## config.mk

```make
export PLATFORM = sky130hd
export DESIGN_NAME = pixel_writer
export DESIGN_NICKNAME = d
export VERILOG_FILES = /design/src/rtl/vga_pkg.sv /design/src/rtl/pixel_fifo.sv /design/src/rtl/pixel_writer.sv
export SDC_FILE = /design/constraint.sdc
export NUM_CORES = 1
export LEC_CHECK = 0
export CAP_MARGIN = 10
export CELL_PAD_IN_SITES_DETAIL_PLACEMENT = 0
export CELL_PAD_IN_SITES_GLOBAL_PLACEMENT = 2
export CORE_MARGIN = 1
export CORE_UTILIZATION = 33
export CTS_CLUSTER_DIAMETER = 150
export DETAILED_ROUTE_END_ITERATION = 16
export PLACE_DENSITY = 0.69
export SLEW_MARGIN = 0
export SYNTH_ARGS = -nofsm -noshare
export SYNTH_HDL_FRONTEND = slang
export SYNTH_SLANG_ARGS = --single-unit
export TNS_END_PERCENT = 5
```

## constraint.sdc

```tcl
create_clock -name clk -period 4 [get_ports clk]
set_clock_uncertainty 0.1 [all_clocks]
set_input_delay 0.8 -clock clk [delete_from_list [all_inputs] [get_ports clk]]
set_output_delay 0.8 -clock clk [all_outputs]
set_load 0.005 [all_outputs]
```

## src/rtl/vga_pkg.sv

```systemverilog
`default_nettype none
// ============================================================================
//  Module      : vga_pkg
//  Description : Shared types and defaults for the pixel writer path:
//                controller state encoding, default screen geometry and the
//                packed pixel record carried through the pixel FIFO.
//  Revision    : 1.0  initial release
// ============================================================================
package vga_pkg;

  localparam int SCR_W_DEFAULT = 160;
  localparam int SCR_H_DEFAULT = 120;

  // Controller states: CLEAR sweeps the whole screen, STREAM drains the FIFO.
  typedef enum logic [0:0] {
    ST_CLEAR  = 1'b0,
    ST_STREAM = 1'b1
  } state_e;

  // Pixel as stored in the FIFO, already truncated to VGA adapter widths.
  typedef struct packed {
    logic [7:0] x;
    logic [6:0] y;
    logic [2:0] colour;
  } pixel_t;

endpackage
`default_nettype wire

```

## src/rtl/pixel_fifo.sv

```systemverilog
`default_nettype none
// ============================================================================
//  Module      : pixel_fifo
//  Description : Synchronous pixel FIFO with flush. A flush empties the FIFO;
//                a push in the flush cycle is kept as the only entry. A push
//                while full is taken only when a pop happens in the same cycle.
//  Ports       : clk      - clock, rising edge
//                rst_n    - asynchronous active-low reset (empties FIFO)
//                flush    - discard all entries
//                push     - write request for wr_data
//                pop      - read request; rd_data is the head entry
//                wr_data  - pixel to store
//                rd_data  - head-of-queue pixel (valid when !empty)
//                full     - DEPTH entries stored
//                empty    - no entries stored
//  Revision    : 1.0  initial release
// ============================================================================
module pixel_fifo
  import vga_pkg::*;
#(
  parameter int DEPTH = 16
) (
  input  logic   clk,
  input  logic   rst_n,
  input  logic   flush,
  input  logic   push,
  input  logic   pop,
  input  pixel_t wr_data,
  output pixel_t rd_data,
  output logic   full,
  output logic   empty
);

  localparam int             AW      = $clog2(DEPTH);
  localparam logic [AW:0]    c_depth = (AW + 1)'(DEPTH);

  pixel_t        mem_q [DEPTH];
  pixel_t        mem_d [DEPTH];
  logic [AW-1:0] wr_ptr_q, wr_ptr_d;
  logic [AW-1:0] rd_ptr_q, rd_ptr_d;
  logic [AW:0]   count_q,  count_d;
  logic          do_push;
  logic          do_pop;

  assign full    = (count_q == c_depth);
  assign empty   = (count_q == '0);
  assign rd_data = mem_q[rd_ptr_q];

  always_comb begin
    mem_d    = mem_q;
    wr_ptr_d = wr_ptr_q;
    rd_ptr_d = rd_ptr_q;
    count_d  = count_q;
    do_push  = 1'b0;
    do_pop   = 1'b0;

    if (flush) begin
      rd_ptr_d = '0;
      wr_ptr_d = '0;
      count_d  = '0;
      if (push) begin
        mem_d[0] = wr_data;
        wr_ptr_d = AW'(1);
        count_d  = (AW + 1)'(1);
      end
    end else begin
      // When full, the slot being written is the one popped this cycle; the
      // read side sees the old contents because rd_data comes from mem_q.
      do_push = push && (!full || pop);
      do_pop  = pop && !empty;
      if (do_push) begin
        mem_d[wr_ptr_q] = wr_data;
        wr_ptr_d        = wr_ptr_q + AW'(1);
      end
      if (do_pop) begin
        rd_ptr_d = rd_ptr_q + AW'(1);
      end
      if (do_push && !do_pop) begin
        count_d = count_q + (AW + 1)'(1);
      end else if (!do_push && do_pop) begin
        count_d = count_q - (AW + 1)'(1);
      end
    end
  end

  always_ff @(posedge clk or negedge rst_n) begin
    if (!rst_n) begin
      wr_ptr_q <= '0;
      rd_ptr_q <= '0;
      count_q  <= '0;
    end else begin
      wr_ptr_q <= wr_ptr_d;
      rd_ptr_q <= rd_ptr_d;
      count_q  <= count_d;
    end
  end

  // Storage needs no reset: the pointers alone define what is valid.
  always_ff @(posedge clk) begin
    mem_q <= mem_d;
  end

endmodule
`default_nettype wire

```

## src/rtl/pixel_writer.sv

```systemverilog
`default_nettype none
// ============================================================================
//  Module      : pixel_writer
//  Description : Feeds a VGA adapter. After reset or a clear request it
//                sweeps the whole screen with CLEAR_COLOR (x fastest), then
//                streams queued pixels from the line-drawing FSM, one per
//                cycle. Out-of-range pixels are discarded.
//  Ports       : clk        - clock, rising edge
//                reset      - asynchronous active-low reset
//                x_in/y_in  - 9-bit pixel coordinates
//                color_in   - 3-bit pixel colour
//                write_in   - pixel valid strobe
//                clear_req  - single-cycle screen clear request
//                ready      - offered pixel will be accepted this cycle
//                vga_x/vga_y/vga_colour/vga_plot - VGA adapter write port
//                busy       - clear sweep in progress
//                overflow   - sticky: an in-range pixel was dropped
//  Revision    : 1.0  initial release
// ============================================================================
module pixel_writer
  import vga_pkg::*;
#(
  parameter int         SCR_W       = SCR_W_DEFAULT,
  parameter int         SCR_H       = SCR_H_DEFAULT,
  parameter int         DEPTH       = 16,
  parameter logic [2:0] CLEAR_COLOR = 3'd0
) (
  input  logic       clk,
  input  logic       reset,
  input  logic [8:0] x_in,
  input  logic [8:0] y_in,
  input  logic [2:0] color_in,
  input  logic       write_in,
  input  logic       clear_req,
  output logic       ready,
  output logic [7:0] vga_x,
  output logic [6:0] vga_y,
  output logic [2:0] vga_colour,
  output logic       vga_plot,
  output logic       busy,
  output logic       overflow
);

  localparam logic [8:0] c_scr_w  = 9'(SCR_W);
  localparam logic [8:0] c_scr_h  = 9'(SCR_H);
  localparam logic [7:0] c_x_last = 8'(SCR_W - 1);
  localparam logic [6:0] c_y_last = 7'(SCR_H - 1);

  state_e     state_q,      state_d;
  logic [7:0] sweep_x_q,    sweep_x_d;
  logic [6:0] sweep_y_q,    sweep_y_d;
  logic [7:0] vga_x_q,      vga_x_d;
  logic [6:0] vga_y_q,      vga_y_d;
  logic [2:0] vga_colour_q, vga_colour_d;
  logic       vga_plot_q,   vga_plot_d;
  logic       overflow_q,   overflow_d;

  logic       in_range;
  logic       fifo_push;
  logic       fifo_pop;
  logic       fifo_full;
  logic       fifo_empty;
  logic       drop;
  pixel_t     fifo_wr;
  pixel_t     fifo_rd;

  // Range check is done on the full 9-bit inputs before truncation.
  assign in_range = (x_in < c_scr_w) && (y_in < c_scr_h);
  assign fifo_wr  = '{x: x_in[7:0], y: y_in[6:0], colour: color_in};

  // A clear request pre-empts the pop: the queue is being flushed anyway.
  assign fifo_pop  = (state_q == ST_STREAM) && !fifo_empty && !clear_req;
  assign ready     = !fifo_full || fifo_pop || clear_req;
  assign fifo_push = write_in && in_range && ready;
  assign drop      = write_in && in_range && !ready;

  always_comb begin
    state_d      = state_q;
    sweep_x_d    = sweep_x_q;
    sweep_y_d    = sweep_y_q;
    vga_x_d      = vga_x_q;
    vga_y_d      = vga_y_q;
    vga_colour_d = vga_colour_q;
    vga_plot_d   = 1'b0;
    overflow_d   = overflow_q;

    if (clear_req) begin
      // Restart the sweep; the first clear plot lands on the following edge.
      state_d    = ST_CLEAR;
      sweep_x_d  = '0;
      sweep_y_d  = '0;
      overflow_d = 1'b0;
    end else begin
      if (drop) begin
        overflow_d = 1'b1;
      end
      case (state_q)
        ST_CLEAR: begin
          vga_plot_d   = 1'b1;
          vga_x_d      = sweep_x_q;
          vga_y_d      = sweep_y_q;
          vga_colour_d = CLEAR_COLOR;
          if (sweep_x_q == c_x_last) begin
            sweep_x_d = '0;
            if (sweep_y_q == c_y_last) begin
              sweep_y_d = '0;
              state_d   = ST_STREAM;
            end else begin
              sweep_y_d = sweep_y_q + 7'd1;
            end
          end else begin
            sweep_x_d = sweep_x_q + 8'd1;
          end
        end
        ST_STREAM: begin
          if (fifo_pop) begin
            vga_plot_d   = 1'b1;
            vga_x_d      = fifo_rd.x;
            vga_y_d      = fifo_rd.y;
            vga_colour_d = fifo_rd.colour;
          end
        end
        default: begin
          state_d = ST_CLEAR;
        end
      endcase
    end
  end

  always_ff @(posedge clk or negedge reset) begin
    if (!reset) begin
      state_q      <= ST_CLEAR;
      sweep_x_q    <= '0;
      sweep_y_q    <= '0;
      vga_x_q      <= '0;
      vga_y_q      <= '0;
      vga_colour_q <= '0;
      vga_plot_q   <= 1'b0;
      overflow_q   <= 1'b0;
    end else begin
      state_q      <= state_d;
      sweep_x_q    <= sweep_x_d;
      sweep_y_q    <= sweep_y_d;
      vga_x_q      <= vga_x_d;
      vga_y_q      <= vga_y_d;
      vga_colour_q <= vga_colour_d;
      vga_plot_q   <= vga_plot_d;
      overflow_q   <= overflow_d;
    end
  end

  assign vga_x      = vga_x_q;
  assign vga_y      = vga_y_q;
  assign vga_colour = vga_colour_q;
  assign vga_plot   = vga_plot_q;
  assign overflow   = overflow_q;
  assign busy       = (state_q == ST_CLEAR);

  pixel_fifo #(
    .DEPTH (DEPTH)
  ) u_fifo (
    .clk     (clk),
    .rst_n   (reset),
    .flush   (clear_req),
    .push    (fifo_push),
    .pop     (fifo_pop),
    .wr_data (fifo_wr),
    .rd_data (fifo_rd),
    .full    (fifo_full),
    .empty   (fifo_empty)
  );

endmodule
`default_nettype wire

```

Word-level counts from Yosys, hierarchy flattened --
Index checks and enable logic that the tools add are counted. W data, S select, Z words.
Cells by class: reduce and logical (&&, ||, !) cells 29, $lt $le $gt $ge 5, muxes and demuxes 40, bitwise logic cells 4, $add $sub $neg 6, equality and inequality tests 6
Operators by type and width (count):
- $bwmux W288 | 1
- $mux W288 | 1
- $mux W18 | 5
- $bmux W18 S4 | 1
- $demux W18 S4 | 1
- $mux W7 | 5
- $mux W8 | 4
- $mux W4 | 4
- $pmux W8 S2 | 1
- $mux W5 | 3
- $pmux W7 S2 | 1
- $logic_and A1 B1 Y1 | 11
- $ge A5 B5 Y1 const B | 2
- $mux W1 | 10
- $not A4 Y5 | 2
- $lt A9 B7 Y1 const B | 1
- $lt A9 B8 Y1 const B | 1
- $add A4 B1 Y4 const B | 2
- $add A8 B1 Y8 const B | 1
- $eq A8 B8 Y1 const B | 1
- $reduce_and A2 Y1 | 4
- $reduce_bool A2 Y1 | 4
- $add A7 B1 Y7 const B | 1
- $eq A7 B7 Y1 const B | 1
- other kinds (14) | 22
Word-level totals: word-level logic and storage cells 149, register bits after elaboration 337, input port bits 25

Depth between registers and ports, before layout --
Gate-level depths: netlist of the first run.
depth after elaboration 13, mapped depth 10, mapped depth without buffers 9

Modules after synthesis --
A second synthesis of the first run with hierarchy kept.
Unflattened totals: cells, all modules 759, area total of the unflattened synthesis 13763.2 um2
By module, submodules not included:
- pixel_fifo | cells each 589, times used 1, area each 12005.3 um2, sequential area each 8973.6 um2
- pixel_writer | cells each 170, times used 1, area each 1757.9 um2, sequential area each 900.9 um2

Worst setup path before layout of the first run --
No wires, ideal clock.
kind input-to-reg, start input x_in[8], end register u_fifo.mem_q[100] (netlist name), enable pin, stages 5, required time 3.454 ns, slack -0.225 ns, buffers on the path 1, library setup time 0.446 ns, arrival time 3.680 ns, cells stage by stage nor4b_2 -> and3_1 -> clkbuf_1 -> nand3_1 -> nor4b_1
On the way: word-level cells in the longest chain between the ends 6
Ends and longest elaborated chain:
- from (decl) | line pixel_writer.sv:30 | input logic [8:0] x_in,
- $lt A9 B8 Y1 | line pixel_writer.sv:68 | assign in_range = (x_in < c_scr_w) && (y_in < c_scr_h);
- $logic_and A1 B1 Y1 | line pixel_writer.sv:68
- $logic_and A1 B1 Y1 (2 in a row) | line pixel_writer.sv:74 | assign fifo_push = write_in && in_range && ready;
- $logic_and A1 B1 Y1 | line pixel_fifo.sv:69 | do_push = push && (!full || pop);
- $reduce_and A2 Y1 (no source line)
- to (signal assigned) | line pixel_fifo.sv:100 | mem_q <= mem_d;
- to (decl) | line pixel_fifo.sv:37 | pixel_t mem_q [DEPTH];
Every way passes these cells. A chain may end at the register's enable or synchronous reset.

Worst setup path after layout of the first run --
start register u_fifo.count_q[0], end register u_fifo.count_q[4]
On the way: word-level cells in the longest chain between the ends 11, elaborated cells on any way between the ends 21
Ends and longest elaborated chain:
- from (decl) | line pixel_fifo.sv:41 | logic [AW:0] count_q, count_d;
- from (signal assigned) | line pixel_fifo.sv:94 | count_q <= count_d;
- $logic_not A5 Y1 | line pixel_fifo.sv:46 | assign empty = (count_q == '0);
- $logic_not A1 Y1 | line pixel_fifo.sv:70, pixel_writer.sv:72
- $logic_and A1 B1 Y1 (2 in a row) | line pixel_writer.sv:72 | assign fifo_pop = (state_q == ST_STREAM) && !fifo_empty && !clear_req;
- $logic_or A1 B1 Y1 | line pixel_fifo.sv:69, pixel_writer.sv:73
- $logic_or A1 B1 Y1 | line pixel_writer.sv:73 | assign ready = !fifo_full || fifo_pop || clear_req;
- $logic_and A1 B1 Y1 | line pixel_writer.sv:74
- $logic_and A1 B1 Y1 | line pixel_fifo.sv:69
- $logic_and A1 B1 Y1 / $logic_not A1 Y1 (equally long branches) | line pixel_fifo.sv:78, pixel_fifo.sv:80
- $mux W5 / $logic_and A1 B1 Y1 (equally long branches) | line pixel_fifo.sv:78, pixel_fifo.sv:80
- $mux W5 / $reduce_bool A3 Y1 (equally long branches)
Several ways; a longest one is shown, not always the timed one. The select of a mux whose other input is x is not followed.

==> metrics.yaml, run 1 <==
clock_network:
  cts_buffer_depth: 3
  postCtsSetupRepairBufs: 0
  clock_tree.root_cell: "clkbuf_16"
  ctsHtreeMaxLevel: 2
  cts_tree: "done"
  cts_resized: 0
  cts_buffers: 37
  cts.reportedPaths.clkPinSlew_ns: 0.06
  clock-sinks: 337
  worstSkewPairLatency_ns: 0.54
  holdBufCountCts: 0
setup_path:
  r2r_slack_ns: 0.57
  regToRegStartpoint: "u_fifo.count_q[0]"
  worst_r2r_path_depth: 9
  start_kind: "flop"
  setup.worst_path.class: "reg2reg"
  startpoint: "u_fifo.count_q[0]"
  slowest_delay_ns: 0.65
  setup.worst_path.end_class: "flop"
  cpMaxStageDelayCell: "o21ai_4"
  cp.arrival_ns: 3.78
  crit_end: "u_fifo.count_q[4]"
  cp.required_ns: 4.35
  path_cells: "or4_4 -> o21ai_4 -> nand3_4 -> fa_1 -> a21o_1 -> a21oi_1 -> and4_1 -> o21ai_0 -> a31oi_1"
  r2r_end: "u_fifo.count_q[4]"
  cp_max_fo: 18
power_and_ir_drop:
  irDropWorstVdd_mv: 0.240
  p_leak_nw: 5.51
  power.density_nw_per_um2: 449
  p_total_mw: 7.34
timing:
  holdWs_ns: 0.219
  clock.fmax_mhz: 292
  setup_tns_ns: 0
  rsz0062_at_grt: "no"
  report.final.slew_viol_count: 0
  setup_slack_ns: 0.570
  min_period_ns: 3.43
  timing_hold_violations_final: 0
  tightest_slew_ns: 0.794
  setup_viol: 0
  finalCritPeriodShare: 0.858
  slew_headroom: 0.469
worst_hold_path:
  hold_path_class: "in2async"
synthesis:
  synth.distinct_cells: 60
  ys_warn_count: 0
  netlist_area_sq_um: 13800
  synth_top_area_cell: "edfxtp_1"
  synth_most_common_cell: "edfxtp_1"
  synth_area_per_cell_sq_um: 18.0
  synth_commonest_cells: "288 x edfxtp_1, 67 x mux4_2, 49 x dfrtp_1, 34 x a22oi_1, 32 x nor2_1"
  synth.top_cells.by_area: "edfxtp_1 63%, mux4_2 11%, dfrtp_1 8.9%"
  ys.flop_type: "edfxtp_1"
  ys_ff_latch: 337
  async_reset_ff_frac: 0.145
  syn-num-nets: 802
  yosysSeqAreaShare: 0.718
  synth_edf_count: 288
  yosysTopAreaCellShare: 0.629
  syn-instance-count: 765
global_route:
  grt_pass1_vias: 7532
  grt_max_degree: 46
  grt_first_pass_wirelength_microns: 49600
  grtUsageTotal: 0.161
  antenna_found_initial: 0
  grt_overflow_total: 0
drt:
  drt_iter0_drc: 559
  highest_layer: "met4"
  wirelength_met1_microns: 15500
  viasPerCell: 5.12
  routed-wl-met2_microns: 15600
  ant_nets: 0
  drc_errors: 6
  wl_microns: 33200
  wl_per_cell_microns: 23.4
  vias: 7277
  drt-pass1-iter-count: 11
  route.met3.wl_microns: 1460
cells_and_area:
  nets: 899
  drive_gt1_frac: 0.233
  final_core_util: 0.399
  antenna_cells: 0
  post-route-cell-area_sq_um: 16400
  stdcell_count: 1422
  layout-area-overhead-vs-synth_pct: 18.9
  fillers: 3715
status:
  run_status: "finished, violations left"
  violations: "DRC"
die:
  fp.dieH_microns: 206
  row_count: 74
  initial_core_util: 0.335
  core_area_sq_um: 41000
  io-pin-count: 47
  die_w_microns: 206
  die-area_sq_um: 42500
placement:
  dp_hpwl_microns: 21100
  gp_congestion: 0.773
  placed_cell_area_sq_um: 15200
  dpl_worst_slack_ns: 0.290
  dp.cells: 1355
  port_buffers: 46
run:
  maxCapViolCount: 0
==> flip-flops by register name (all words and copies together), names as in the netlist <==
name and count:
sweep_y_q 7, sweep_x_q 8, u_fifo.rd_ptr_q 4, state_q 1
vga_plot 1, overflow 1, u_fifo.mem_q 288, u_fifo.wr_ptr_q 4
vga_y 7, vga_x 8, u_fifo.count_q 5, vga_colour 3
==> logic make-up (layout without fill, tap and decap cells) <==
kind of cell | after synthesis | after routing | share of synthesized area
DFF | 337 | 337 | 0.718
and+or+nand+nor | 159 | 159 | 0.0685
AOI/OAI and AO/OA | 108 | 108 | 0.0552
muxes | 82 | 82 | 0.121
buffers and inverters | 54 | 179 | 0.0182
xor gates and xnor gates | 13 | 13 | 0.00828
adders and majority gates | 12 | 12 | 0.0115
==> how the worst min path moves through the flow <==
stage                       start            end  slack (ns)  cells past startpoint
floorplan           vga_colour[0]  vga_colour[0]        0.37                      2
global placement         vga_y[4]       vga_y[4]        0.38                      1
detailed placement       vga_y[5]       vga_y[5]        0.38                      1
CTS                         reset   sweep_y_q[3]        0.23                      1
global route                reset       vga_y[6]        0.26                      1
finish                      reset       vga_y[5]        0.22                      1
==> layer usage <==
metal  vias to the layer above  GRT usage
li1                       3279          -
met2                       159      0.255
met1                      3793      0.230
met4                         0     0.0423
met3                        46     0.0274
met5                         -          0
==> critical path: cells and delay by family (launching register included) <==
kind | cells | cell delay, ns
compound gates | 5 | 1.33
simple gates | 3 | 1.01
flops | 1 | 0.46
fa+ha+maj | 1 | 0.44
==> cell type report <==
cell class	count	area, sq um	area share
tap	532	666	0.0407
multi-input combinational	374	3670	0.225
clock buffer	52	1040	0.0638
timing repair buffer	99	911	0.0557
sequential	337	9880	0.604
inverter	13	48.8	0.00298
clock inverter	15	130	0.00796
==> power by group <==
group | internal [mW] | total [mW] | switching [mW]
clock | 1.90 | 3.29 | 1.39
sequential | 3.83 | 3.85 | 0.0140
combinational | 0.0772 | 0.197 | 0.120
==> placed cells by master, fill, tap and decap left out, types with 3 or more instances in the layout <==
cell / count
a211o_1: 14
a21o_1: 3
a21oi_1: 25
a22oi_1: 34
a31oi_1: 3
and3_1: 22
and4b_1: 3
buf_12: 5
buf_4: 48
clkbuf_1: 10
clkbuf_16: 38
clkbuf_8: 4
clkdlybuf4s50_1: 44
clkinv_1: 5
clkinv_2: 4
dfrtp_1: 47
edfxtp_1: 288
ha_1: 11
inv_1: 12
mux2i_1: 13
mux4_2: 67
nand2_1: 21
nand2b_1: 3
nand3_1: 15
nand3b_1: 3
nand4_1: 3
nor2_1: 29
nor2_2: 4
nor2b_1: 14
nor2b_2: 10
nor3_1: 6
nor3b_1: 4
nor4_2: 3
nor4b_2: 3
o21ai_0: 15
or3_1: 3
xnor2_1: 9
xor2_1: 4
Power figures use the tool's default switching activity.
==> run 2, diff against run 1 <==
RECOVER_POWER = 50   (was default)
SLEW_MARGIN = 40   (was 0)
==> metrics.yaml, run 2 (synthesized netlist as in run 1, its figures left out) <==
die:
  initial_core_util: 0.335  # unchanged
  fp.dieH_microns: 206  # unchanged
  core_area_sq_um: 41000  # unchanged
  row_count: 74  # unchanged
  die_w_microns: 206  # unchanged
  io-pin-count: 47  # unchanged
  die-area_sq_um: 42500  # unchanged
cells_and_area:
  final_cell_mix: "288 x edfxtp_1, 67 x mux4_2, 47 x dfrtp_1, 38 x clkbuf_16, 38 x buf_4"
  layout-area-overhead-vs-synth_pct: 18.6
  regMostFlops: "u_fifo.mem_q"
  largest_register_ffs: 288  # unchanged
  drive_gt1_frac: 0.219  # -0.0135
  antenna_cells: 0  # unchanged
  nets: 899  # unchanged
  fillers: 3729  # +0.38%
  final_common_cell: "edfxtp_1"
placement:
  dpl_worst_slack_ns: 0.290  # unchanged
  port_buffers: 46  # unchanged
  dp_hpwl_microns: 21100  # unchanged
  gp_congestion: 0.773  # unchanged
drt:
  wl_microns: 33300  # +0.12%
  viasPerCell: 5.13  # +0.19%
  vias: 7291  # +0.19%
  drt_iter0_drc: 558  # -0.18%
  wl_per_cell_microns: 23.4  # +0.12%
  drc_errors: 6  # unchanged
  drt-pass1-iter-count: 11  # unchanged
  ant_nets: 0  # unchanged
clock_network:
  cts_buffers: 37  # unchanged
  cts.reportedPaths.clkPinSlew_ns: 0.06  # about the same
  cts_resized: 0  # unchanged
  postCtsSetupRepairBufs: 0  # unchanged
  clock_tree.root_cell: "clkbuf_16"
  clock-sinks: 337  # unchanged
  worstSkewPairLatency_ns: 0.54  # about the same
  cts_buffer_depth: 3  # unchanged
  holdBufCountCts: 0  # unchanged
  ctsHtreeMaxLevel: 2  # unchanged
  cts_tree: "done"
power_and_ir_drop:
  p_leak_nw: 5.49  # -0.41%
  power.density_nw_per_um2: 449  # +0.11%
  irDropWorstVdd_mv: 0.239  # -0.13%
setup_path:
  cp.arrival_ns: 3.93  # +0.15 ns
  cp.required_ns: 4.35  # about the same
  cpMaxStageDelayCell: "or4_1"
  cp_max_fo: 18  # unchanged
  slowest_delay_ns: 0.71  # +0.06 ns
  path_cells: "or4_1 -> o21ai_4 -> nand3_4 -> fa_1 -> a21o_1 -> a21oi_1 -> and4_1 -> o21ai_0 -> a31oi_1"
  setup.worst_path.class: "reg2reg"
  regToRegStartpoint: "u_fifo.count_q[0]"
  start_kind: "flop"
  startpoint: "u_fifo.count_q[0]"
  setup.worst_path.end_class: "flop"
run:
  maxCapViolCount: 1  # +1
timing:
  setup_slack_ns: 0.420  # -0.149 ns
  setup_viol: 0  # unchanged
  tightest_slew_ns: 1.71  # +0.916 ns
  finalCritPeriodShare: 0.895  # +0.0373
  clock.fmax_mhz: 279  # -4.2%
  rsz0062_at_grt: "no"
  min_period_ns: 3.58  # +0.149 ns
  holdWs_ns: 0.382  # +0.163 ns
  report.final.slew_viol_count: 31  # +31
  slew_headroom: -0.140  # -0.609
  timing_hold_violations_final: 0  # unchanged
global_route:
  antenna_found_initial: 1  # +1
  grtUsageTotal: 0.161  # unchanged
  grt_overflow_total: 0  # unchanged
  grt_pass1_vias: 7532  # unchanged
  grt_max_degree: 46  # unchanged
  grt_first_pass_wirelength_microns: 49600  # unchanged
status:
  run_status: "finished, violations left"
  violations: "DRC, capacitance limit, slew limit"
worst_hold_path:
  hold_path_class: "reg2reg"
  min_from: "vga_colour[2]"
run 2: cell types whose count changed in the layout (fill, tap and decap cells not counted):
| cell | delta |
|---|---|
| clkdlybuf4s50_1 | -23 |
| or4_4 | -1 |
| or4_1 | +1 |
| buf_2 | -1 |
| dlygate4sd3_1 | +23 |
| clkbuf_1 | +11 |
| buf_4 | -10 |
run 2: worst max-delay path: cells and delay by family, from the launching register on:
| family | cells | cell delay [ns] |
|---|---|---|
| AO/OA/AOI/OAI | 5 | 1.40 |
| adder cells (fa/ha/maj) | 1 | 0.44 |
| flip-flops | 1 | 0.46 |
| AND/OR/NAND/NOR | 3 | 1.10 |
run 2: path summary, 6_finish.rpt:
kind                                 endpoint  slack [ns]  depth (start not counted)
max in group asynchronous  u_fifo.rd_ptr_q[1]        1.22                          2
max reg2reg                 u_fifo.count_q[4]        0.42                          9
min                             vga_colour[2]        0.38                          1
max                         u_fifo.count_q[4]        0.42                          9
min in group asynchronous            vga_y[5]        0.61                          1
min reg2reg                     vga_colour[2]        0.38                          1
run 2: power by group:
group	internal, mW	total, mW	switching, mW
combinational	0.0680	0.188	0.120
sequential	3.83	3.85	0.0138
clock	1.90	3.29	1.39
run 2: per-stage QoR:
step / power, mW / instance area [sq um] / cells / TNS, ns / utilization
4_1_cts: 7.42 / 16400 / 1422 / 0 / 0.399
2_1_floorplan: 3.99 / 13800 / 765 / -8.86 / -
6_report: 7.33 / 16300 / 1422 / 0 / 0.398
3_3_place_gp: 4.11 / 15200 / 1355 / 0 / 0.370
3_5_place_dp: 4.12 / 15200 / 1355 / 0 / 0.370
5_1_grt: 7.55 / 16300 / 1422 / 0 / 0.398
run 2: layout make-up:
type / instances / area (sq um) / area share
Clock buffer: 52 / 1040 / 0.0640
Clock inverter: 15 / 130 / 0.00798
Inverter: 13 / 48.8 / 0.00299
Multi-Input combinational cell: 374 / 3670 / 0.225
Sequential cell: 337 / 9880 / 0.606
Tap cell: 532 / 666 / 0.0408
Timing Repair Buffer: 99 / 872 / 0.0535
run 2: routing by layer:
layer	up-vias	share of wire	wire length (microns)	global-route usage
met5	-	0.00039	13	0
met4	2	0.020	664	0.0423
met3	48	0.042	1410	0.0274
met2	166	0.47	15700	0.255
met1	3796	0.47	15500	0.230
li1	3279	-	-	-
==> run 3, diff against run 2 <==
GPL_TIMING_DRIVEN = 0   (was default)
==> metrics.yaml, run 3 (synthesized netlist as in run 1, its figures left out) <==
timing:
  slew_headroom: -0.0967  # +0.0433
  setup_viol: 0  # unchanged
  report.final.slew_viol_count: 29  # -6.5%
  min_period_ns: 3.83  # +0.253 ns
  timing_hold_violations_final: 0  # unchanged
  clock.fmax_mhz: 261  # -6.6%
  finalCritPeriodShare: 0.958  # +0.0633
  rsz0062_at_grt: "no"
  tightest_slew_ns: 1.65  # -0.0649 ns
  holdWs_ns: 0.371  # -0.0110 ns
power_and_ir_drop:
  p_leak_nw: 5.60  # +2.0%
  power.density_nw_per_um2: 450  # +0.28%
  p_total_mw: 7.37  # +0.61%
  irDropWorstVdd_mv: 0.289  # +21%
clock_network:
  cts_tree: "done"
  holdBufCountCts: 0  # unchanged
  clock-sinks: 337  # unchanged
  cts.reportedPaths.clkPinSlew_ns: 0.06  # about the same
  cts_buffer_depth: 3  # unchanged
  cts_buffers: 38  # +2.7%
  ctsHtreeMaxLevel: 2  # unchanged
  worstSkewPairLatency_ns: 0.54  # about the same
  clock_tree.root_cell: "clkbuf_16"
die:
  fp.dieH_microns: 206  # unchanged
  initial_core_util: 0.335  # unchanged
  row_count: 74  # unchanged
  die_w_microns: 206  # unchanged
  die-area_sq_um: 42500  # unchanged
  io-pin-count: 47  # unchanged
  core_area_sq_um: 41000  # unchanged
setup_path:
  regToRegStartpoint: "u_fifo.count_q[0]"
  crit_cells: 10  # +1
  setup.worst_path.end_class: "flop"
  crit_end: "u_fifo.mem_q[121]"
  setup.worst_path.class: "in2reg"
  r2r_end: "u_fifo.count_q[4]"
  startpoint: "x_in[7]"
  cp_top_family: "buffers and inverters"
  path_cells: "dlygate4sd3_1 -> o21ai_1 -> and3_1 -> clkbuf_1 -> nand3_2 -> nor4_2 -> buf_2 -> buf_2 -> buf_2 -> buf_2"
  r2r_slack_ns: 0.58  # +0.16 ns
  cp.required_ns: 4.15  # -0.20 ns
  cp_num_buf_inv: 6  # +6
  start_kind: "input pin"
  cp.arrival_ns: 3.98  # +0.05 ns
  worst_r2r_path_depth: 9  # unchanged
  cp_max_fo: 17  # -1
  path_common_cell: "buf_2"
  slowest_delay_ns: 0.76  # +0.05 ns
  cpMaxStageDelayCell: "dlygate4sd3_1"
run:
  maxCapViolCount: 1  # unchanged
cells_and_area:
  nets: 918  # +2.1%
  largest_register_ffs: 288  # unchanged
  final_cell_mix: "288 x edfxtp_1, 67 x mux4_2, 49 x dfrtp_1, 38 x clkbuf_16, 36 x buf_2"
  final_core_util: 0.399  # +0.00131
  layout-area-overhead-vs-synth_pct: 18.9
  final_common_cell: "edfxtp_1"
  regMostFlops: "u_fifo.mem_q"
  drive_gt1_frac: 0.232  # +0.0128
  fillers: 3714  # -0.40%
  post-route-cell-area_sq_um: 16400  # +0.33%
  stdcell_count: 1443  # +1.5%
global_route:
  grt_pass1_vias: 7491  # -0.54%
  antenna_found_initial: 1  # unchanged
  grt_max_degree: 29  # -37%
  grt_overflow_total: 0  # unchanged
  grtUsageTotal: 0.161  # about the same
  grt_first_pass_wirelength_microns: 49600  # about the same
status:
  run_status: "finished, violations left"
  violations: "DRC, capacitance limit, slew limit"
drt:
  viasPerCell: 5.13  # about the same
  wl_microns: 33000  # -0.76%
  drt-pass1-iter-count: 10  # -1
  wl_per_cell_microns: 22.9  # -2.2%
  vias: 7401  # +1.5%
  ant_nets: 0  # unchanged
  drt_iter0_drc: 576  # +3.2%
  drc_errors: 6  # unchanged
placement:
  dp_hpwl_microns: 22400  # +6.3%
  gp_congestion: 0.725  # -6.3%
  dp.cells: 1373  # +1.3%
  placed_cell_area_sq_um: 15200  # about the same
  port_buffers: 46  # unchanged
worst_hold_path:
  min_path_cells: 2  # +1
  hold_path_class: "reg2reg"
[run 3: cell types whose count changed in the layout (fill, tap and decap cells not counted), sizes merged]
| cell | before | now |
|---|---|---|
| clkdlybuf4s50 | 21 | 9 |
| clkinvlp | 1 | 3 |
| inv | 14 | 15 |
| buf | 44 | 51 |
| dlygate4sd3 | 23 | 30 |
| dlygate4sd2 | 0 | 3 |
| diode | 0 | 1 |
| clkbuf | 63 | 68 |
| clkinv | 12 | 18 |
| bufinv | 1 | 2 |
[run 3: final cells by class]
type                    count  area (sq um)  share of cell area
multi-input cells         374          3740               0.228
well taps                 532           666              0.0407
inverters                  13          48.8             0.00298
plain buffers              41           204              0.0125
diodes                      1          2.50            0.000153
flip-flops and latches    337          9870               0.603
clock inverters            25           223              0.0136
repair buffers             76           638              0.0390
clock buffers              44           973              0.0595
[run 3: stage by stage]
stage	setup slack (ns)	setup TNS, ns
4_1_cts	-0.0752	-0.493
5_1_grt	0.0406	0
6_report	0.167	0
3_5_place_dp	-0.791	-66.57
3_3_place_gp	-3.85	-440.10
2_1_floorplan	-0.225	-8.86
[run 3: worst min-delay path by stage]
stage / slack, ns / endpoint / from
finish: 0.37 / vga_colour[0] / vga_colour[0]
detailed placement: 0.36 / vga_colour[2] / vga_colour[2]
CTS: 0.05 / vga_plot / reset
floorplan: 0.37 / vga_colour[0] / vga_colour[0]
global route: 0.40 / vga_colour[2] / vga_colour[2]
global placement: 0.36 / vga_colour[2] / vga_colour[2]
[run 3: timing repair]
item	CTS	global route
buffers inserted	0	0
setup endpoints to repair	26	28
resized for setup	5	10
[run 3: where the power goes]
group / internal (mW) / switching, mW / leakage (nW)
registers: 3.83 / 0.0133 / 3.26
clock network: 1.90 / 1.43 / 0.582
logic: 0.0631 / 0.125 / 1.75
[run 3: worst min-delay path: cells and delay by family, from the launching register on]
kind / cells / cell delay (ns)
flip-flops: 1 / 0.34
AND/OR/NAND/NOR: 2 / 0.10
[run 3: metal layers]
metal	global-route usage	vias up	wire length [microns]
met5	0	-	0
met4	0.0394	0	459
met3	0.0214	40	1600
met2	0.255	176	15600
met1	0.236	3860	15300
li1	-	3325	-
